**src/rtl/mailbox_fifo_pkg.sv**
```systemverilog
// Shared types and helpers for the producer/consumer mailbox.
// The wrapping increment avoids power-of-two masking so any DEPTH >= 2 works.
package mailbox_pkg;

  typedef enum logic {FILL, DRAIN} mbx_state_e;

  function automatic int ptr_inc(input int ptr, input int depth);
    return (ptr == depth - 1) ? 0 : ptr + 1;
  endfunction

endpackage

```
**src/rtl/mailbox_fifo_if.sv**
```systemverilog
// Valid/ready word stream; the mailbox is the slave on the producer side
// and the master on the consumer side.
interface mailbox_fifo_if #(
  parameter int DATA_W = 4
);

  logic              valid;
  logic [DATA_W-1:0] data;
  logic              ready;

  modport master (output valid, output data, input ready);
  modport slave  (input valid, input data, output ready);

endinterface

```
**src/rtl/mailbox_fifo_ram.sv**
```systemverilog
// Mailbox storage: one synchronous write port and one asynchronous read port.
// The contents are deliberately not reset.
module mailbox_ram #(
  parameter  int DATA_W = 4,
  parameter  int DEPTH  = 10,
  localparam int ADDR_W = $clog2(DEPTH)
) (
  input  logic              clk1,
  input  logic              we,
  input  logic [ADDR_W-1:0] waddr,
  input  logic [DATA_W-1:0] wdata,
  input  logic [ADDR_W-1:0] raddr,
  output logic [DATA_W-1:0] rdata
);

  logic [DATA_W-1:0] mem [DEPTH];

  always_ff @(posedge clk1) begin
    if (we) begin
      mem[waddr] <= wdata;
    end
  end

  assign rdata = mem[raddr];

endmodule

```
**src/rtl/mailbox_fifo.sv**
```systemverilog
// Parametrised mailbox between a producer and a consumer on one clock, with an
// optional batch-release FSM, sticky overflow, flush and fill level.
module mailbox_fifo
  import mailbox_pkg::*;
#(
  parameter  int DATA_W      = 4,
  parameter  int DEPTH       = 10,
  parameter  int BATCH_MODE  = 1,
  parameter  int BATCH_LEVEL = 10,
  localparam int LVL_W       = $clog2(DEPTH + 1)
) (
  input  logic             clk1,
  input  logic             rst_n,
  input  logic             flush,
  mailbox_fifo_if.slave    prod,
  mailbox_fifo_if.master   cons,
  output logic [LVL_W-1:0] level,
  output logic             overflow,
  output logic             batch_done
);

  localparam int PTR_W = $clog2(DEPTH);

  logic [PTR_W-1:0] wr_ptr;
  logic [PTR_W-1:0] rd_ptr;
  logic [LVL_W-1:0] level_nxt;
  mbx_state_e       state;
  mbx_state_e       state_nxt;
  logic             batch_done_nxt;
  logic             full;
  logic             empty;
  logic             push;
  logic             pop;
  logic             clear;

  // Readiness depends on the registered level only, so a pop never frees room same-cycle.
  assign full       = (level == LVL_W'(DEPTH));
  assign empty      = (level == '0);
  assign clear      = !rst_n || flush;
  assign prod.ready = !full;
  assign cons.valid = (BATCH_MODE == 0) ? !empty : ((state == DRAIN) && !empty);
  assign push       = prod.valid && prod.ready;
  assign pop        = cons.valid && cons.ready;

  mailbox_ram #(
    .DATA_W (DATA_W),
    .DEPTH  (DEPTH)
  ) u_ram (
    .clk1  (clk1),
    .we    (push && !clear),
    .waddr (wr_ptr),
    .wdata (prod.data),
    .raddr (rd_ptr),
    .rdata (cons.data)
  );

  always_comb begin
    level_nxt = level;
    if (push && !pop) begin
      level_nxt = level + LVL_W'(1);
    end else if (pop && !push) begin
      level_nxt = level - LVL_W'(1);
    end
  end

  always_comb begin
    state_nxt      = state;
    batch_done_nxt = 1'b0;
    if (BATCH_MODE == 0) begin
      state_nxt = FILL;
    end else begin
      case (state)
        FILL: begin
          if (level_nxt >= LVL_W'(BATCH_LEVEL)) begin
            state_nxt = DRAIN;
          end
        end
        DRAIN: begin
          if (level_nxt == '0) begin
            state_nxt      = FILL;
            batch_done_nxt = 1'b1;
          end
        end
        default: state_nxt = FILL;
      endcase
    end
  end

  // Reset takes priority over flush, and both discard any same-cycle push or pop.
  always_ff @(posedge clk1) begin
    if (clear) begin
      wr_ptr     <= '0;
      rd_ptr     <= '0;
      level      <= '0;
      overflow   <= 1'b0;
      state      <= FILL;
      batch_done <= 1'b0;
    end else begin
      if (push) begin
        wr_ptr <= PTR_W'(ptr_inc(32'(wr_ptr), DEPTH));
      end
      if (pop) begin
        rd_ptr <= PTR_W'(ptr_inc(32'(rd_ptr), DEPTH));
      end
      if (prod.valid && !prod.ready) begin
        overflow <= 1'b1;
      end
      level      <= level_nxt;
      state      <= state_nxt;
      batch_done <= batch_done_nxt;
    end
  end

endmodule
```
**src/flat_wrapper.sv**
```systemverilog
// flat-port wrapper written by rule: the top's interface ports become plain ports
module mailbox_fifo_flat import mailbox_pkg::*;
#(
  parameter  int DATA_W      = 4,
  parameter  int DEPTH       = 10,
  parameter  int BATCH_MODE  = 1,
  parameter  int BATCH_LEVEL = 10,
  localparam int LVL_W       = $clog2(DEPTH + 1)
)
  (clk1, rst_n, flush, level, overflow, batch_done, prod_valid, prod_data, prod_ready, cons_valid, cons_data, cons_ready);
  mailbox_fifo_if #(.DATA_W(DATA_W)) prod_i ();
  mailbox_fifo_if #(.DATA_W(DATA_W)) cons_i ();
  input  logic clk1;
  input  logic rst_n;
  input  logic flush;
  output logic [LVL_W-1:0] level;
  output logic overflow;
  output logic batch_done;
  input wire logic [$bits(prod_i.valid)-1:0] prod_valid;
  input wire logic [$bits(prod_i.data)-1:0] prod_data;
  output wire logic [$bits(prod_i.ready)-1:0] prod_ready;
  output wire logic [$bits(cons_i.valid)-1:0] cons_valid;
  output wire logic [$bits(cons_i.data)-1:0] cons_data;
  input wire logic [$bits(cons_i.ready)-1:0] cons_ready;
  assign prod_i.valid = prod_valid;
  assign prod_i.data = prod_data;
  assign prod_ready = prod_i.ready;
  assign cons_valid = cons_i.valid;
  assign cons_data = cons_i.data;
  assign cons_i.ready = cons_ready;
  mailbox_fifo #(.DATA_W(DATA_W), .DEPTH(DEPTH), .BATCH_MODE(BATCH_MODE), .BATCH_LEVEL(BATCH_LEVEL)) u_core (.clk1(clk1), .rst_n(rst_n), .flush(flush), .prod(prod_i), .cons(cons_i), .level(level), .overflow(overflow), .batch_done(batch_done));
endmodule
```
**config.mk**
```make
export PLATFORM = sky130hd
export DESIGN_NAME = mailbox_fifo_flat
export DESIGN_NICKNAME = d
export VERILOG_FILES = /design/src/rtl/mailbox_fifo_pkg.sv /design/src/rtl/mailbox_fifo_if.sv /design/src/rtl/mailbox_fifo_ram.sv /design/src/rtl/mailbox_fifo.sv /design/src/flat_wrapper.sv
export SDC_FILE = /design/constraint.sdc
export NUM_CORES = 1
export LEC_CHECK = 0
export ABC_AREA = 1
export BUFFER_PORTS_ARGS = -buffer_cell sky130_fd_sc_hd__buf_4
export CAP_MARGIN = 25
export CORE_MARGIN = 2
export CORE_UTILIZATION = 63
export DETAILED_ROUTE_END_ITERATION = 12
export GPL_ROUTABILITY_DRIVEN = 1
export PLACE_DENSITY_LB_ADDON = 0.3
export SETUP_SLACK_MARGIN = 0.4
export SYNTH_ARGS = -nofsm -noshare
export SYNTH_HDL_FRONTEND = slang
export SYNTH_SLANG_ARGS = --single-unit
```
**constraint.sdc**
```tcl
create_clock -name clk1 -period 3.9 [get_ports clk1]
set_input_delay 0.39 -clock clk1 [delete_from_list [all_inputs] [get_ports clk1]]
set_output_delay 0.39 -clock clk1 [all_outputs]
set_load 0.02 [all_outputs]
```
# After elaboration in Yosys (flattened, before gate mapping)
# Memories as Yosys holds them, arrays and structs flattened. A register that Yosys moved wholly into a read port is not among the register bits.
# Index checks and enable logic that the tools add are counted.
# classes
add_sub_neg,4
bitwise,1
n_eq_ne,3
n_mux,12
reduce_logical,17
magnitude_cmp,1
# ops
cell,n
two-way mux 4 bit,6
adder 4 x 1 -> 4 bit (second input constant),3
== test 4 bit (second input constant),3
logical NOT 4 bit,2
logical AND 1 bit,7
logical NOT 1 bit,6
two-way mux 1 bit,5
greater-or-equal comparator 4 bit (second input constant),1
subtractor 4 x 1 -> 4 bit (second input constant),1
one-hot mux 1 bit (2 select lines),1
OR reduction 2 bit,1
logical OR 1 bit,1
inverter 1 bit,1
# totals
regBits,15
memories,1
ram_bits,40
# mem_list
memory,words,width,rd,rd_ports_with_merged_regs,wr,line_no,source
u_core.u_ram.mem,10,4,1,1,1,mailbox_fifo_ram.sv:16,logic [DATA_W-1:0] mem [DEPTH];

# Logic depth before layout (Yosys ltp)
# logic_depth
depth_word,10
depth_mapped,13

# By module
# From an unflattened synthesis, not the netlist that was laid out.
# hier_totals
hier_cells,294
hier_area_um2,2646.3
# modules_own_cells
mod,instances,area_per_inst_um2,cells_each
mailbox_ram,1,1761.7,174
mailbox_fifo,1,884.6,120

# Least setup slack after synthesis
# No wires, ideal clock.
# synth_path
path_type,reg-to-reg
start,reg u_core.level[0]
end,mem u_core.u_ram.mem[3][0] (enable)
arrival_ns,1.610
path_stages_with_launch,8
setup_slack_ns,1.929
required_ns,3.539
period_less_slack_ns,1.971
setup_time_ns,0.361
cell_sequence,dfxtp_1 inv_1 ha_1 nand3_2 nand2_4 nor2_1 inv_1 nor3_1
# synth_via
elab_chain_cells,6
# synth_lines
element,line_no,source
from (decl),mailbox_fifo.sv:17,"output logic [LVL_W-1:0] level,"
from (signal assigned),mailbox_fifo.sv:108,level <= level_nxt;
== test 4 bit,mailbox_fifo.sv:37,assign full = (level == LVL_W'(DEPTH));
logical NOT 1 bit,mailbox_fifo.sv:40,assign prod.ready = !full;
named net prod_ready,flat_wrapper.sv:21,output wire logic [$bits(prod_i.ready)-1:0] prod_ready;
logical AND 1 bit,mailbox_fifo.sv:42,assign push = prod.valid && prod.ready;
logical AND 1 bit,mailbox_fifo.sv:50,".we (push && !clear),"
two-way mux 1 bit,mailbox_fifo_ram.sv:19,if (we) begin
two-way mux 1 bit (implied by the code),mailbox_fifo_ram.sv:20,mem[waddr] <= wdata;
to (decl),mailbox_fifo_ram.sv:16,
# The timed path passes the listed nets, and every way through them passes these cells.

==> results.py <==
metrics = {
    "outcome": {
        "run_status": "finished clean",
    },
    "yosys": {
        "synth.avg_cell_area_um2": 10.74,
        "synth_top_area_share_pct": 45.85,
        "synth.mux.area_fraction_pct": 4.585,
        "synthSimpleGateAreaFrac_pct": 15.00,
        "synth_xor_xnor_area_share_pct": 1.671,
        "netlist-cell-type-count": 32,
        "syn_nets": 256,
        "yosysWarnings": 0,
        "synthAdderAreaFrac_pct": 1.433,
        "synthesis.area_um2": 2620,
        "synth_top_cell_by_area": "edfxtp_1",
        "synth_top_family_by_area": "simple AND/OR/NAND/NOR gates",
        "synth_cells": 244,
        "synth-seq-cells": 59,
        "synth_compound_area_share_pct": 10.60,
        "synth.area.top_cells": "edfxtp_1 (46%), dfxtp_1 (15%), mux2i_1 (4.6%)",
        "seq_area_frac_synth_pct": 60.36,
    },
    "floorplanning": {
        "die_w_um": 68.49,
        "ioPinCount": 21,
        "die_y_um": 68.49,
        "die_area_um2": 4691,
        "rows": 23,
        "core_area_um2": 4000,
        "start_util_pct": 65.50,
    },
    "timing": {
        "max_freq_mhz": 418.8,
        "finalSetupViolations": 0,
        "max_slew_margin_pct": 51.14,
        "finalMaxSlewViolations": 0,
        "fin_crit_sh_pct": 61.23,
        "fin_skew_ns": 0.01137,
        "tightest_slew_ns": 0.7273,
        "rsz0062_at_grt": "false",
        "holdWs_ns": 0.3118,
        "fin_tns_setup_ns": 0,
        "min_period_ns": 2.388,
        "hold_viol": 0,
    },
    "setup_path": {
        "r2r_setup_slack_ns": 1.78,
        "worstSetupEndpointType": "output port",
        "critPathMaxFanout": 24,
        "required_ns": 3.51,
        "reg2regPathDepth": 7,
        "critPathKind": "reg -> out",
        "worstSetupStartpointType": "flop",
        "reg2reg_from": "u_core.level[0]$_SDFF_PP0_",
        "r2r_end": "u_core.u_ram.mem[3][0]$_DFFE_PP_",
        "cp.arrival_ns": 2.00,
    },
    "clock_tree": {
        "clk-insertion-delay-late_ns": 0.34,
        "cts_buffers": 9,
        "cts_hold_buf": 0,
        "cts-root-buf": "clkbuf_8",
        "cts_resized": 0,
        "htree_num_levels": 3,
        "cts.sinks": 59,
        "post_cts_buffers": 0,
        "tritoncts": "yes",
        "path_clk_slew_ns": 0.07,
        "cts_buffer_depth": 2,
    },
    "power": {
        "irDropWorstVdd_mv": 0.3576,
        "p_int_mw": 1.042,
        "p_sw_mw": 0.2728,
        "p_clk_share_pct": 44.4,
        "total_leakage_power_nw": 1.087,
        "powerDensity_nw_per_um2": 435.0,
        "power.total_mw": 1.314,
        "p_seq_share_pct": 51.3,
        "switching_share_pct": 20.76,
        "p_comb_share_pct": 4.3,
    },
    "placed_design": {
        "io_buffers": 20,
        "routabilityCongestion": 0.9070,
        "hpwl_mm": 3.591,
    },
    "finish": {
        "final_common_cell": "edfxtp_1",
        "fin_nets": 281,
        "syn_to_final_growth_pct": 15.33,
        "final_cell_mix": "edfxtp_1 (40), inv_1 (30), nand2_1 (25), nor2_1 (25)",
        "drive_gt1_share_pct": 19.34,
        "diodes": 0,
        "final_util_pct": 75.54,
    },
    "route": {
        "vias": 1777,
        "remaining_drc_errors": 0,
        "first_pass_iters": 4,
        "wirelength_mm": 5.197,
        "final_antenna_net_count": 0,
        "drt_iter0_markers": 202,
        "wl_per_cell_um": 16.04,
        "via_per_inst": 5.485,
    },
    "worst_hold_path": {
        "worstHoldPathCells": 1,
        "hp-start": "prod_data[0]",
        "hold_end": "u_core.u_ram.mem[0][0]$_DFFE_PP_",
        "hp-class": "in -> reg",
    },
    "global_route": {
        "grt_max_degree": 25,
        "grt_pass1_vias": 1635,
        "antenna_found_initial": 0,
        "grt.overflow.total": 0,
        "grt_pass1_wl_mm": 7.941,
        "grt_util_all_layers_pct": 24.94,
    },
    "job": {
        "max-cap-violations": 0,
    },
}
## sequential cells by signal, summed over array words and instances (netlist names), named ones only
register and count:
u_core.batch_done 1, u_core.level 4, u_core.overflow 1, u_core.rd_ptr 4
u_core.state 1, u_core.u_ram.mem 40, u_core.wr_ptr 4
## Yosys cell counts, drive strengths merged
cell type  number
o211ai          8
ha              3
dfxtp          19
o21a            1
nand2          31
nand4           1
o21ai          20
xor2            4
clkbuf          2
inv            31
nor4            1
buf             5
a221oi          1
nor2           31
xnor2           1
nand3           9
o21bai          1
edfxtp         40
a21oi          18
mux2i          12
nor3            4
clkinv          1
## layer usage
layer / routed length (µm) / global-route usage [%]
met1: 2204 / 31.72
met2: 2530 / 38.46
met3: 327 / 8.279
met4: 134 / 12.00
met5: 0 / 0
## worst max-delay path: stages (launching register included)
cell      delay (ns)
dfxtp_1         0.54
buf_16          0.22
mux2i_1         0.37
o211ai_1        0.15
o211ai_1        0.10
o21ai_0         0.11
buf_4           0.17
## kinds of logic after synthesis
group,Yosys count
simple gates,77
flops,59
compound gates,49
buf+inv,39
mux,12
xor+xnor,5
fa+ha+maj,3
## power groups by stage
stage               clock [mW]  sequential [mW]  combinational (mW)
floorplan                    0            0.688              0.0334
global route             0.615            0.674              0.0631
CTS                      0.586            0.674              0.0569
detailed placement           0            0.688              0.0565
global placement             0            0.688              0.0554
finish                   0.583            0.674              0.0568
## worst max-delay path by stage
stage          slack [ns]                       start  cells past startpoint                                to
5_1_grt              1.40                        flop                      6                      cons_data[1]
2_1_floorplan        1.93  u_core.level[0]$_SDFF_PP0_                      7  u_core.u_ram.mem[3][0]$_DFFE_PP_
3_3_place_gp         1.57                        flop                      5                      cons_data[1]
4_1_cts              1.52                        flop                      6                      cons_data[1]
6_report             1.51                        flop                      6                      cons_data[1]
3_5_place_dp         1.73                       flush                      6  u_core.u_ram.mem[4][3]$_DFFE_PP_
## per-stage QoR
step | area [µm²] | worst slack [ns] | instances
after floorplan | 2620 | 1.929 | 244
after global placement | 2788 | 1.567 | 307
after detailed placement | 2815 | 1.730 | 308
after CTS | 3022 | 1.524 | 324
after global routing | 3022 | 1.400 | 324
final | 3022 | 1.512 | 324
## area by class of cell
cell class / instances / area, µm²
sequential: 59 / 1582
clock buffer: 9 / 123.9
fill: 269 / 978.4
multi-input combinational: 146 / 872.1
inverter: 32 / 121.4
clock inverter: 7 / 82.58
timing repair buffer: 21 / 177.7
tap: 50 / 62.56
(Power assumes the default switching activity.)
